==> src/rtl/cpu_pkg.sv <==
// Shared types and constants for the CPU pipeline control logic.
package cpu_pkg;

    localparam int REG_IDX_W = 5;

    // X31 reads as zero, so a write to it never creates a real dependency.
    localparam logic [REG_IDX_W-1:0] XZR = 5'd31;

    typedef enum logic {
        RUN  = 1'b0,
        PEND = 1'b1
    } ctrl_state_t;

endpackage

==> src/rtl/pipe_ctrl_load_use_detect.sv <==
// Load-use hazard comparator: flags an ID instruction that needs the result of
// a load still sitting in EX. Purely combinational so other units can reuse it.
module load_use_detect
    import cpu_pkg::*;
(
    input  logic [REG_IDX_W-1:0] id_rn,
    input  logic [REG_IDX_W-1:0] id_rm,
    input  logic                 id_uses_rm,
    input  logic [REG_IDX_W-1:0] ex_rd,
    input  logic                 ex_memread,
    output logic                 lu
);

    logic rn_match;
    logic rm_match;

    // Compare the load destination against each source the ID instruction reads.
    always_comb begin
        rn_match = (ex_rd == id_rn);
        rm_match = id_uses_rm && (ex_rd == id_rm);
        lu       = ex_memread && (ex_rd != XZR) && (rn_match || rm_match);
    end

endmodule

==> src/rtl/pipe_ctrl.sv <==
// Pipeline control unit: drives the hold enables of every pipeline register
// bank plus the IF/ID and ID/EX flush controls, and remembers a taken-branch
// flush that arrives while data memory is stalling the pipe.
//
//   state | meaning
//   ------+---------------------------------------------------------------
//   RUN   | normal operation, no flush outstanding
//   PEND  | a taken branch arrived during a memory freeze; flush on release
module pipe_ctrl
    import cpu_pkg::*;
#(
    parameter int CNT_W = 16
) (
    input  logic                 clk,
    input  logic                 reset,
    input  logic [REG_IDX_W-1:0] id_rn,
    input  logic [REG_IDX_W-1:0] id_rm,
    input  logic                 id_uses_rm,
    input  logic [REG_IDX_W-1:0] ex_rd,
    input  logic                 ex_memread,
    input  logic                 br_taken,
    input  logic                 mem_busy,
    output logic                 pc_en,
    output logic                 ifid_en,
    output logic                 idex_en,
    output logic                 exmem_en,
    output logic                 memwb_en,
    output logic                 ifid_flush,
    output logic                 idex_flush,
    output logic                 flush_pend,
    output logic [CNT_W-1:0]     stall_cnt
);

    ctrl_state_t      state_q, state_d;
    logic [CNT_W-1:0] cnt_q, cnt_d;
    logic             lu;
    logic             fl;

    load_use_detect u_lu (
        .id_rn      (id_rn),
        .id_rm      (id_rm),
        .id_uses_rm (id_uses_rm),
        .ex_rd      (ex_rd),
        .ex_memread (ex_memread),
        .lu         (lu)
    );

    // State and stall counter registers with synchronous active-low reset.
    always_ff @(posedge clk) begin
        if (!reset) begin
            state_q <= RUN;
            cnt_q   <= '0;
        end else begin
            state_q <= state_d;
            cnt_q   <= cnt_d;
        end
    end

    // Next state, enables/flushes and counter update; memory freeze beats
    // flush, and flush beats a load-use bubble since that instruction dies.
    always_comb begin
        state_d    = state_q;
        cnt_d      = cnt_q;
        pc_en      = 1'b1;
        ifid_en    = 1'b1;
        idex_en    = 1'b1;
        exmem_en   = 1'b1;
        memwb_en   = 1'b1;
        ifid_flush = 1'b0;
        idex_flush = 1'b0;
        fl         = br_taken || (state_q == PEND);

        if (!reset) begin
            pc_en    = 1'b0;
            ifid_en  = 1'b0;
            idex_en  = 1'b0;
            exmem_en = 1'b0;
            memwb_en = 1'b0;
            state_d  = RUN;
        end else if (mem_busy) begin
            pc_en    = 1'b0;
            ifid_en  = 1'b0;
            idex_en  = 1'b0;
            exmem_en = 1'b0;
            memwb_en = 1'b0;
            // A branch seen during the freeze (or an older one) waits here.
            if (fl) begin
                state_d = PEND;
            end
        end else if (fl) begin
            ifid_flush = 1'b1;
            idex_flush = 1'b1;
            state_d    = RUN;
        end else if (lu) begin
            pc_en      = 1'b0;
            ifid_en    = 1'b0;
            idex_flush = 1'b1;
        end

        if (reset && !pc_en && (cnt_q != {CNT_W{1'b1}})) begin
            cnt_d = cnt_q + CNT_W'(1);
        end
    end

    assign flush_pend = reset && (state_q == PEND);
    assign stall_cnt  = cnt_q;

endmodule
==> config.mk <==
export PLATFORM = sky130hd
export DESIGN_NAME = pipe_ctrl
export DESIGN_NICKNAME = d
export VERILOG_FILES = /design/src/rtl/cpu_pkg.sv /design/src/rtl/pipe_ctrl_load_use_detect.sv /design/src/rtl/pipe_ctrl.sv
export SDC_FILE = /design/constraint.sdc
export NUM_CORES = 1
export LEC_CHECK = 0
export ABC_AREA = 1
export BUFFER_PORTS_ARGS = -buffer_cell sky130_fd_sc_hd__buf_2
export CAP_MARGIN = 20
export CORE_MARGIN = 2
export CORE_UTILIZATION = 35
export CTS_BUF_LIST = sky130_fd_sc_hd__clkbuf_2 sky130_fd_sc_hd__clkbuf_4 sky130_fd_sc_hd__clkbuf_8
export DETAILED_ROUTE_END_ITERATION = 6
export PLACE_DENSITY = 0.69
export SLEW_MARGIN = 0
export SYNTH_ARGS = -nofsm -noshare
export SYNTH_HDL_FRONTEND = slang
export SYNTH_SLANG_ARGS = --single-unit
==> constraint.sdc <==
create_clock -name clk -period 1.9 [get_ports clk]
set_input_delay 0 -clock clk [delete_from_list [all_inputs] [get_ports clk]]
set_output_delay 0 -clock clk [all_outputs]
set_load 0.005 [all_outputs]
==> results.yml, run 1 <==
logic_synthesis:
  netlist-cell-type-count: 20
  yosys.area_share.adder: 0.009653
  synth_top_area_cell: "dfxtp_1"
  synth-seq-area-share: 0.2625
  synthArstFlopShare: 0
  synth_area_um2: 1296
  synth_xor_area_frac: 0.006757
  synth-seq-cells: 17
  synth.most_common_cell: "nand2_1"
  ys.flop_type: "dfxtp_1"
  yosysWarnings: 0
  avgSynthCellArea_um2: 5.660
  synth-compound-area-share: 0.04054
  syn_nets: 251
  synth_top_family_by_area: "simple AND/OR/NAND/NOR gates"
  synth_common_cells: "nand2_1, inv_1, nor2_1"
  synth_edf_count: 0
  yosysTopAreaCellShare: 0.2625
  synth_area_leaders: "dfxtp_1, nand2_1, inv_1"
  yosys.area_share.simple: 0.4923
  synth_cells: 229
  synth_mux_area_frac: 0
place:
  dpl.hpwl_um: 2208
  dp.cells: 314
  globalplace.congestion: 0.8639
  port_buffers: 44
  dp_slack_ps: 172.8
die:
  fp-row-count: 22
  die_area_um2: 4206
  start_util: 0.3595
  coreArea_um2: 3606
  ioPinCount: 45
  die_h_um: 64.86
  die_w_um: 64.86
clock_tree:
  cts_made_buffers: 3
  clock_sinks: 17
  cts_root_buffer: "clkbuf_8"
  ctsHoldBuffers: 0
  cts_tree: "yes"
  cts-htree-levels: 1
  clk_pin_slew_ps: 70
  ctsLongestPathBuffers: 2
  clk_latency_ps: 250
drt:
  ant_nets: 0
  drc: 0
  first_pass_iters: 4
  post_drt_via_cell_ratio: 4.445
  wl_um: 2865
  vias: 1427
  drt-initial-drc-count: 96
  routedWlPerCell_um: 8.925
timing:
  finalCritPeriodShare: 0.9139
  period_needed_ps: 1736
  drv_slew: 0
  fmax_mhz: 575.9
  clock_skew_ps: 1.337
  setup_slack_ps: 163.6
  hold_viol: 0
  worst_pin_slew_ps: 364.0
  slew_headroom: 0.7565
  setup_violations: 0
worst_hold_path:
  hp-class: "input port to register"
worst_setup_path:
  critical_path_class: "register to register"
  crit_required_ps: 2050
  path_max_fanout: 4
  startpoint_type: "register"
  reg2reg_slack_ps: 160
  critical_path_arrival_ps: 1890
  end_kind: "register"
layout:
  fin_cells: 321
  drive_gt1_frac: 0.2418
  multiInputGateArea_um2: 714.4
  final_nets: 296
  fillCellCount: 414
  diodes: 0
  syn_to_final_growth_pct: 23.36
  seq_area_um2: 341.6
grt:
  grt_pass1_vias: 1292
  grt_pass1_wl_um: 5140
  grtUsageTotal: 0.1503
  grt_antenna_before_repair: 0
  grt_max_degree: 22
  grt_overflow: 0
pwr:
  ir_worst_vdd_mv: 0.3005
  power.leakage_nw: 0.9466
  powerDensity_nw_per_um2: 482.2
flow_run:
  maxCapViolCount: 0
status:
  status: "finished, final reports clean"
worst max-delay path: stages, from the launching register on:
cell and delay, ps:
dfxtp_1 390, ha_1 200, nand2_1 90, nor2_2 100, nand2_2 100, nor2_4 140, nand3_1 110, inv_1 90
nand3_1 110, nor2_2 120, nand3_1 80, nand2_1 70, nor2_1 40
area by class of cell:
| type | count | share of cell area |
|---|---|---|
| Tap cell | 48 | 0.03756 |
| Sequential cell | 17 | 0.2136 |
| Clock buffer | 4 | 0.03052 |
| Multi-Input combinational cell | 155 | 0.4468 |
| Timing Repair Buffer | 48 | 0.1565 |
| Inverter | 49 | 0.1150 |
metrics by stage:
stage / setup TNS, ps / area [um2] / utilization / power (W) / hold WS, ps
finish: 0 / 1599 / 0.4434 / 0.0007711 / 12.31
global route: -3.716 / 1599 / 0.4434 / 0.0008235 / 46.40
CTS: 0 / 1573 / 0.4362 / 0.0007845 / 16.75
detailed placement: 0 / 1524 / 0.4226 / 0.0004928 / 288.3
global placement: 0 / 1524 / 0.4226 / 0.0004923 / 281.7
floorplan: 0 / 1296 / - / 0.0004506 / 60.47
cells in the final DEF, fill, tap and decap left out:
cell and instances:
nand2_1 66, nor2_2 3, nor3_1 5, buf_4 4, a21oi_1 9, nor2_1 32
inv_1 46, o21a_1 1, xnor2_1 1, nand4_1 9, clkbuf_8 3, buf_2 44
ha_1 1, nor2_4 1, nand3_1 21, nand2_2 4, dfxtp_1 16, inv_2 3
nand4_4 1, dfxtp_2 1, nand3_2 1, clkbuf_4 1
power breakdown:
group / leakage, nW / switching, W / internal, W
Sequential: 0.138 / 0.00000494 / 0.000362
Clock: 0.0262 / 0.000124 / 0.000163
Combinational: 0.783 / 0.0000683 / 0.0000487
layer usage:
| layer | vias up | GRT usage | routed length, um |
|---|---|---|---|
| met5 | - | 0 | 0 |
| met4 | 0 | 0.02394 | 20 |
| met3 | 2 | 0.04514 | 170 |
| met2 | 35 | 0.2500 | 1330 |
| met1 | 604 | 0.1943 | 1344 |
| li1 | 786 | - | - |
state kept, by name (all words and copies together) (netlist names):
signal     count
stall_cnt     16
state_q        1
final timing paths:
kind / startpoint / depth (start not counted) / to
setup reg to reg: stall_cnt[1]$_SDFFE_PN0P_ / 12 / stall_cnt[14]$_SDFFE_PN0P_
hold / removal: br_taken / 3 / state_q$_SDFFE_PN0N_
hold reg to reg: stall_cnt[5]$_SDFFE_PN0P_ / 2 / stall_cnt[5]$_SDFFE_PN0P_
setup / recovery: stall_cnt[1]$_SDFFE_PN0P_ / 12 / stall_cnt[14]$_SDFFE_PN0P_
kinds of logic (layout without fill, tap and decap cells):
group	count (synthesis)	in the layout
buf+inv	57	101
fa+ha+maj	1	1
flops	17	17
simple gates	143	143
xor+xnor	1	1
compound gates	10	10
what timing repair did:
item / 4_1_cts / 5_1_grt
buffers inserted: 0 / 3
gates resized for setup: 0 / 2
endpoints found under the setup margin: 0 / 7
Note: power is estimated with default switching activity, not from simulation.
==> run 2, diff against run 1 <==
--- a/config.mk
+++ b/config.mk
@@ -5,14 +5,13 @@
 export SDC_FILE = /design/constraint.sdc
 export NUM_CORES = 1
 export LEC_CHECK = 0
-export ABC_AREA = 1
 export BUFFER_PORTS_ARGS = -buffer_cell sky130_fd_sc_hd__buf_2
 export CAP_MARGIN = 20
 export CORE_MARGIN = 2
 export CORE_UTILIZATION = 35
 export CTS_BUF_LIST = sky130_fd_sc_hd__clkbuf_2 sky130_fd_sc_hd__clkbuf_4 sky130_fd_sc_hd__clkbuf_8
 export DETAILED_ROUTE_END_ITERATION = 6
-export PLACE_DENSITY = 0.69
+export PLACE_DENSITY = 0.71
 export SLEW_MARGIN = 0
 export SYNTH_ARGS = -nofsm -noshare
 export SYNTH_HDL_FRONTEND = slang
==> run 2 against run 1 <==
  * Synthesized cell count decreased by 41%
  * Sequential power down 1%
  * Cell area decreased by 8.1%
  * Count of clock-buffer cells in the layout unchanged
  * Total power decreased by 9.9%
  * Clock power decreased by 28%
  * Sequential share of layout area rose by 1.8 points
  * Worst setup slack lost 42 ps
==> results.yml, run 2 <==
status:
  status: "finished, final reports clean"
grt:
  grt_max_degree: 29
  grt_overflow: 0
  grt_antenna_before_repair: 0
  grt_pass1_wl_um: 4402
  grt_pass1_vias: 1045
  grtUsageTotal: 0.1560
timing:
  worst_pin_slew_ps: 394.9
  finalCritPeriodShare: 0.9358
  hold_viol: 0
  drv_slew: 0
  rsz0062_at_grt: "false"
  fin_setup_tns_ps: 0
  period_needed_ps: 1778
  fmax_mhz: 562.4
  clock_skew_ps: 2.636
  slew_headroom: 0.7364
  setup_violations: 0
pwr:
  p_clk_frac: 0.300
  power_w: 0.0006945
  intPower_w: 0.0005179
  power.leakage_nw: 0.6093
  power_frac_seq: 0.523
  ir_worst_vdd_mv: 0.1784
  p_sw_w: 0.0001766
  p_comb_frac: 0.177
  switching_share: 0.2543
  powerDensity_nw_per_um2: 472.8
die:
  fp-row-count: 20
  ioPinCount: 45
  die_area_um2: 3657
  start_util: 0.3656
  coreArea_um2: 3053
  die_h_um: 60.47
  die_w_um: 60.47
worst_setup_path:
  startpoint_type: "register"
  crit-reg2reg-launch: "stall_cnt[2]$_SDFFE_PN0P_"
  critical_path_class: "register to register"
  reg2reg_slack_ps: 120
  end_kind: "register"
  rr_endpoint: "stall_cnt[11]$_SDFFE_PN0P_"
  critPathMaxStageDelay_ps: 590
  crit_path_top_delay_cell: "or4_2"
  path_max_fanout: 6
  crit_chain: "nand3_1, or4_2, o31a_2, o21a_1"
  crit_buf_inv: 0
  crit_family: "simple AND/OR/NAND/NOR gates"
  reg2regPathDepth: 4
  critical_path_arrival_ps: 1970
  crit_required_ps: 2090
drt:
  first_pass_iters: 4
  wl_um: 2743
  drt-initial-drc-count: 85
  routedWlPerCell_um: 11.87
  ant_nets: 0
  vias: 1164
  post_drt_via_cell_ratio: 5.039
  drc: 0
layout:
  final_nets: 210
  drive_gt1_frac: 0.3636
  largest_register_ffs: 16
  fin_util: 0.4811
  final_cell_mix: "buf_2, dfxtp_1, nand2_1, a21oi_1"
  final_common_cell: "buf_2"
  fillCellCount: 329
  fin_cells: 231
  multiInputGateArea_um2: 679.4
  syn_to_final_growth_pct: 31.61
  diodes: 0
  seq_area_um2: 340.3
clock_tree:
  clk_latency_ps: 280
  cts_root_buffer: "clkbuf_4"
  clock_sinks: 17
  cts_setup_buffers: 0
  ctsLongestPathBuffers: 2
  cts_made_buffers: 3
  cts_tree: "yes"
  cts-htree-levels: 1
  clk_pin_slew_ps: 100
logic_synthesis:
  yosysTopAreaCellShare: 0.3049
  synth_top_area_cell: "dfxtp_1"
  netlist-cell-type-count: 33
  syn_nets: 158
  synth_area_um2: 1116
  synth.most_common_cell: "dfxtp_1"
  yosysWarnings: 0
  synth_common_cells: "dfxtp_1, nand2_1, a21oi_1"
  synth-seq-area-share: 0.3049
  synth_area_leaders: "dfxtp_1, xnor2_1, nand2_1"
  synth_edf_count: 0
  synth_cells: 136
  synth-seq-cells: 17
  ys.flop_type: "dfxtp_1"
  avgSynthCellArea_um2: 8.206
  synthArstFlopShare: 0
place:
  dp.cells: 226
  dpl.hpwl_um: 2114
  port_buffers: 44
  globalplace.congestion: 0.7785
worst_hold_path:
  hp-start: "reset"
  hp-class: "input port to register"
  hold-path-cell-count: 3
  min_to: "state_q$_SDFFE_PN0N_"
flow_run:
  maxCapViolCount: 0
## run 2: cell count changes after synthesis, sizes merged, moves of 8 or more
cell and delta:
nand2 -54, nor2 -30, or4 +9, inv -44, xnor2 +9, o31ai +8, nand3 -13
## run 2: power by group through the flow
stage / clock network [W] / registers [W] / logic, W
finish: 0.000208 / 0.000363 / 0.000123
global placement: 0 / 0.000371 / 0.000121
CTS: 0.000212 / 0.000363 / 0.000124
detailed placement: 0 / 0.000371 / 0.000122
global route: 0.000230 / 0.000364 / 0.000136
floorplan: 0 / 0.000373 / 0.0000644
## run 2: tightest hold or removal path, stage by stage
cell and delay, ps:
buf_2 190, nand2_1 100, nor2_1 30
## run 2: metrics by stage
| step | hold WS [ps] | cell area, um2 | setup WS [ps] |
|---|---|---|---|
| global route | 80.31 | 1469 | 13.57 |
| global placement | 248.7 | 1424 | 156.1 |
| CTS | 67.16 | 1464 | 104.6 |
| finish | 64.41 | 1469 | 121.9 |
| floorplan | 113.8 | 1116 | 72.77 |
| detailed placement | 256.0 | 1424 | 126.4 |
## run 2: worst max-delay path by stage
| stage | from | to | slack (ps) | cells past startpoint |
|---|---|---|---|---|
| final | stall_cnt[2]$_SDFFE_PN0P_ | stall_cnt[11]$_SDFFE_PN0P_ | 120 | 4 |
| after global placement | stall_cnt[4]$_SDFFE_PN0P_ | stall_cnt[14]$_SDFFE_PN0P_ | 160 | 6 |
| after global routing | stall_cnt[4]$_SDFFE_PN0P_ | stall_cnt[14]$_SDFFE_PN0P_ | 10 | 6 |
| after detailed placement | stall_cnt[0]$_SDFFE_PN0P_ | stall_cnt[14]$_SDFFE_PN0P_ | 130 | 7 |
| after floorplan | stall_cnt[0]$_SDFFE_PN0P_ | stall_cnt[1]$_SDFFE_PN0P_ | 70 | 9 |
| after CTS | stall_cnt[0]$_SDFFE_PN0P_ | stall_cnt[14]$_SDFFE_PN0P_ | 100 | 7 |
## run 2: repair_timing
item | CTS | global route
gates resized for setup | 0 | 1
endpoints found under the hold margin | 1 | 0
setup endpoints to repair | 0 | 4
hold buffers | 1 | 0
## run 2: area by class of cell
cell class                 instances  area share
multi-input combinational        104      0.4625
tap                               44     0.03748
sequential                        17      0.2317
clock buffer                       4     0.02044
inverter                           5     0.01278
timing repair buffer              57      0.2351
## run 2: routing by layer
metal  GRT usage  wire (um)  vias up
met4     0.04658         22        0
met1      0.2117       1324      530
met2      0.2624       1277       34
li1            -          -      598
met5           0          0        -
met3     0.01706        118        2
## run 2: cell families (layout without fill, tap and decap cells)
| family | after synthesis | after routing | synth area share |
|---|---|---|---|
| AO/OA/AOI/OAI | 29 | 29 | 0.1749 |
| XOR/XNOR | 10 | 10 | 0.07847 |
| adder cells (fa/ha/maj) | 1 | 1 | 0.01121 |
| buffers and inverters | 15 | 66 | 0.09081 |
| flip-flops | 17 | 17 | 0.3049 |
| multiplexers | 4 | 4 | 0.03588 |
| AND/OR/NAND/NOR | 60 | 60 | 0.3038 |
==> run 3, diff against run 2 <==
--- a/config.mk
+++ b/config.mk
@@ -11,7 +11,9 @@
 export CORE_UTILIZATION = 35
 export CTS_BUF_LIST = sky130_fd_sc_hd__clkbuf_2 sky130_fd_sc_hd__clkbuf_4 sky130_fd_sc_hd__clkbuf_8
 export DETAILED_ROUTE_END_ITERATION = 6
+export GPL_ROUTABILITY_DRIVEN = 0
 export PLACE_DENSITY = 0.71
+export RECOVER_POWER = 25
 export SLEW_MARGIN = 0
 export SYNTH_ARGS = -nofsm -noshare
 export SYNTH_HDL_FRONTEND = slang
==> run 3 against run 2 <==
  * Clock skew is 0.63 ps lower
  * Sequential power is essentially flat
  * Maximum frequency fell by 0.23%
  * Worst setup slack lost 4.1 ps
  * First-iteration DRC count down 14%
  * Sequential cell count unchanged
  * Critical path type unchanged
  * Count of clock-buffer cells in the layout did not move
  * Register-to-register slack hardly changed
  * Total power fell by 0.53%
  * Via count down 0.17%
==> results.yml, run 3 (synthesis results as in run 2) <==
grt:
  grt_max_degree: 29
  grtUsageTotal: 0.1560
  grt_overflow: 0
  grt_antenna_before_repair: 0
  grt_pass1_wl_um: 4402
  grt_pass1_vias: 1045
layout:
  fin_util: 0.4762
  final_cell_mix: "buf_2, dfxtp_1, nand2_1, a21oi_1, xnor2_1"
  diodes: 0
  fillCellCount: 335
  seq_area_um2: 340.3
  final_nets: 210
  final_area_um2: 1454
  syn_to_final_growth_pct: 30.27
  multiInputGateArea_um2: 679.4
  drive_gt1_frac: 0.3316
  final_common_cell: "buf_2"
  largest_register_ffs: 16
pwr:
  power.leakage_nw: 0.5828
  intPower_w: 0.0005167
  powerDensity_nw_per_um2: 475.1
  switching_share: 0.2521
  p_comb_frac: 0.176
  ir_worst_vdd_mv: 0.1762
  p_sw_w: 0.0001741
  power_frac_seq: 0.526
  p_clk_frac: 0.298
clock_tree:
  clk_latency_ps: 280
  cts_root_buffer: "clkbuf_4"
  cts_tree: "yes"
  clk_pin_slew_ps: 100
  clock_sinks: 17
  cts_made_buffers: 3
  ctsLongestPathBuffers: 2
  cts-htree-levels: 1
  cts_setup_buffers: 0
flow_run:
  maxCapViolCount: 0
status:
  status: "finished, final reports clean"
die:
  die_w_um: 60.47
  die_area_um2: 3657
  ioPinCount: 45
  coreArea_um2: 3053
  start_util: 0.3656
  fp-row-count: 20
  die_h_um: 60.47
worst_setup_path:
  crit_required_ps: 2080
  crit-reg2reg-launch: "stall_cnt[2]$_SDFFE_PN0P_"
  reg2regPathDepth: 4
  startpoint_type: "register"
  end_kind: "register"
  critical_path_arrival_ps: 1970
  reg2reg_slack_ps: 120
  rr_endpoint: "stall_cnt[11]$_SDFFE_PN0P_"
  path_max_fanout: 6
  critical_path_class: "register to register"
timing:
  period_needed_ps: 1782
  fmax_mhz: 561.1
  setup_slack_ps: 117.8
  slew_headroom: 0.7387
  worst_pin_slew_ps: 391.5
  setup_violations: 0
  rsz0062_at_grt: "false"
  clock_skew_ps: 2.008
  fin_setup_tns_ps: 0
  finalCritPeriodShare: 0.9380
  hold_viol: 0
  drv_slew: 0
place:
  post_dp_cell_area_um2: 1424
  dpl.hpwl_um: 2114
  port_buffers: 44
  dp_slack_ps: 126.4
worst_hold_path:
  hp-class: "input port to register"
  hold-path-cell-count: 3
  min_to: "state_q$_SDFFE_PN0N_"
  hp-start: "reset"
drt:
  wl_um: 2732
  drt-initial-drc-count: 73
  ant_nets: 0
  first_pass_iters: 4
  routedWlPerCell_um: 11.83
  drc: 0
  vias: 1162
  post_drt_via_cell_ratio: 5.030
-- run 3: cell types whose count changed in the layout (fill, tap and decap cells not counted) --
cell,previous run,this run
clkbuf_1,0,6
buf_2,44,41
buf_4,10,7
and2_0,0,1
and2_1,2,1
-- run 3: worst max path at each step --
stage / startpoint / slack [ps] / end
after floorplan: stall_cnt[0]$_SDFFE_PN0P_ / 70 / stall_cnt[1]$_SDFFE_PN0P_
after global placement: stall_cnt[4]$_SDFFE_PN0P_ / 160 / stall_cnt[14]$_SDFFE_PN0P_
after detailed placement: stall_cnt[0]$_SDFFE_PN0P_ / 130 / stall_cnt[14]$_SDFFE_PN0P_
after CTS: stall_cnt[0]$_SDFFE_PN0P_ / 100 / stall_cnt[14]$_SDFFE_PN0P_
after global routing: stall_cnt[4]$_SDFFE_PN0P_ / 10 / stall_cnt[14]$_SDFFE_PN0P_
final: stall_cnt[2]$_SDFFE_PN0P_ / 120 / stall_cnt[11]$_SDFFE_PN0P_
-- run 3: power groups by stage --
| stage | combinational, W | sequential [W] | clock, W |
|---|---|---|---|
| after detailed placement | 0.000122 | 0.000371 | 0 |
| final | 0.000122 | 0.000363 | 0.000206 |
| after global routing | 0.000135 | 0.000364 | 0.000230 |
| after global placement | 0.000121 | 0.000371 | 0 |
| after floorplan | 0.0000644 | 0.000373 | 0 |
| after CTS | 0.000124 | 0.000363 | 0.000212 |
-- run 3: area by class of cell --
type	count	share of cell area
Multi-Input combinational cell	104	0.4673
Inverter	5	0.01291
Clock buffer	4	0.02065
Timing Repair Buffer	57	0.2272
Sequential cell	17	0.2341
Tap cell	44	0.03787
-- run 3: metrics by stage --
| stage | power [W] | hold WS [ps] | std cells |
|---|---|---|---|
| global route | 0.0007284 | 80.68 | 231 |
| finish | 0.0006908 | 70.45 | 231 |
| floorplan | 0.0004370 | 113.8 | 136 |
| CTS | 0.0006994 | 67.16 | 231 |
| global placement | 0.0004920 | 248.7 | 226 |
| detailed placement | 0.0004936 | 256.0 | 226 |
-- run 3: metal layers --
metal	up-vias	routed length, um	global-route usage
li1	597	-	-
met1	529	1308	0.2117
met2	34	1278	0.2624
met3	2	122	0.01706
met4	0	22	0.04658
met5	-	0	0
-- run 3: critical path: stages (launching register included) --
cell	delay, ps
dfxtp_1	440
nand3_1	190
or4_2	590
o31a_2	300
o21a_1	180
-- run 3: repair_timing --
item                                   in CTS  in global routing
endpoints found under the hold margin       1                  0
hold buffers                                1                  0
setup endpoints to repair                   0                  4
gates resized for setup                     0                  1
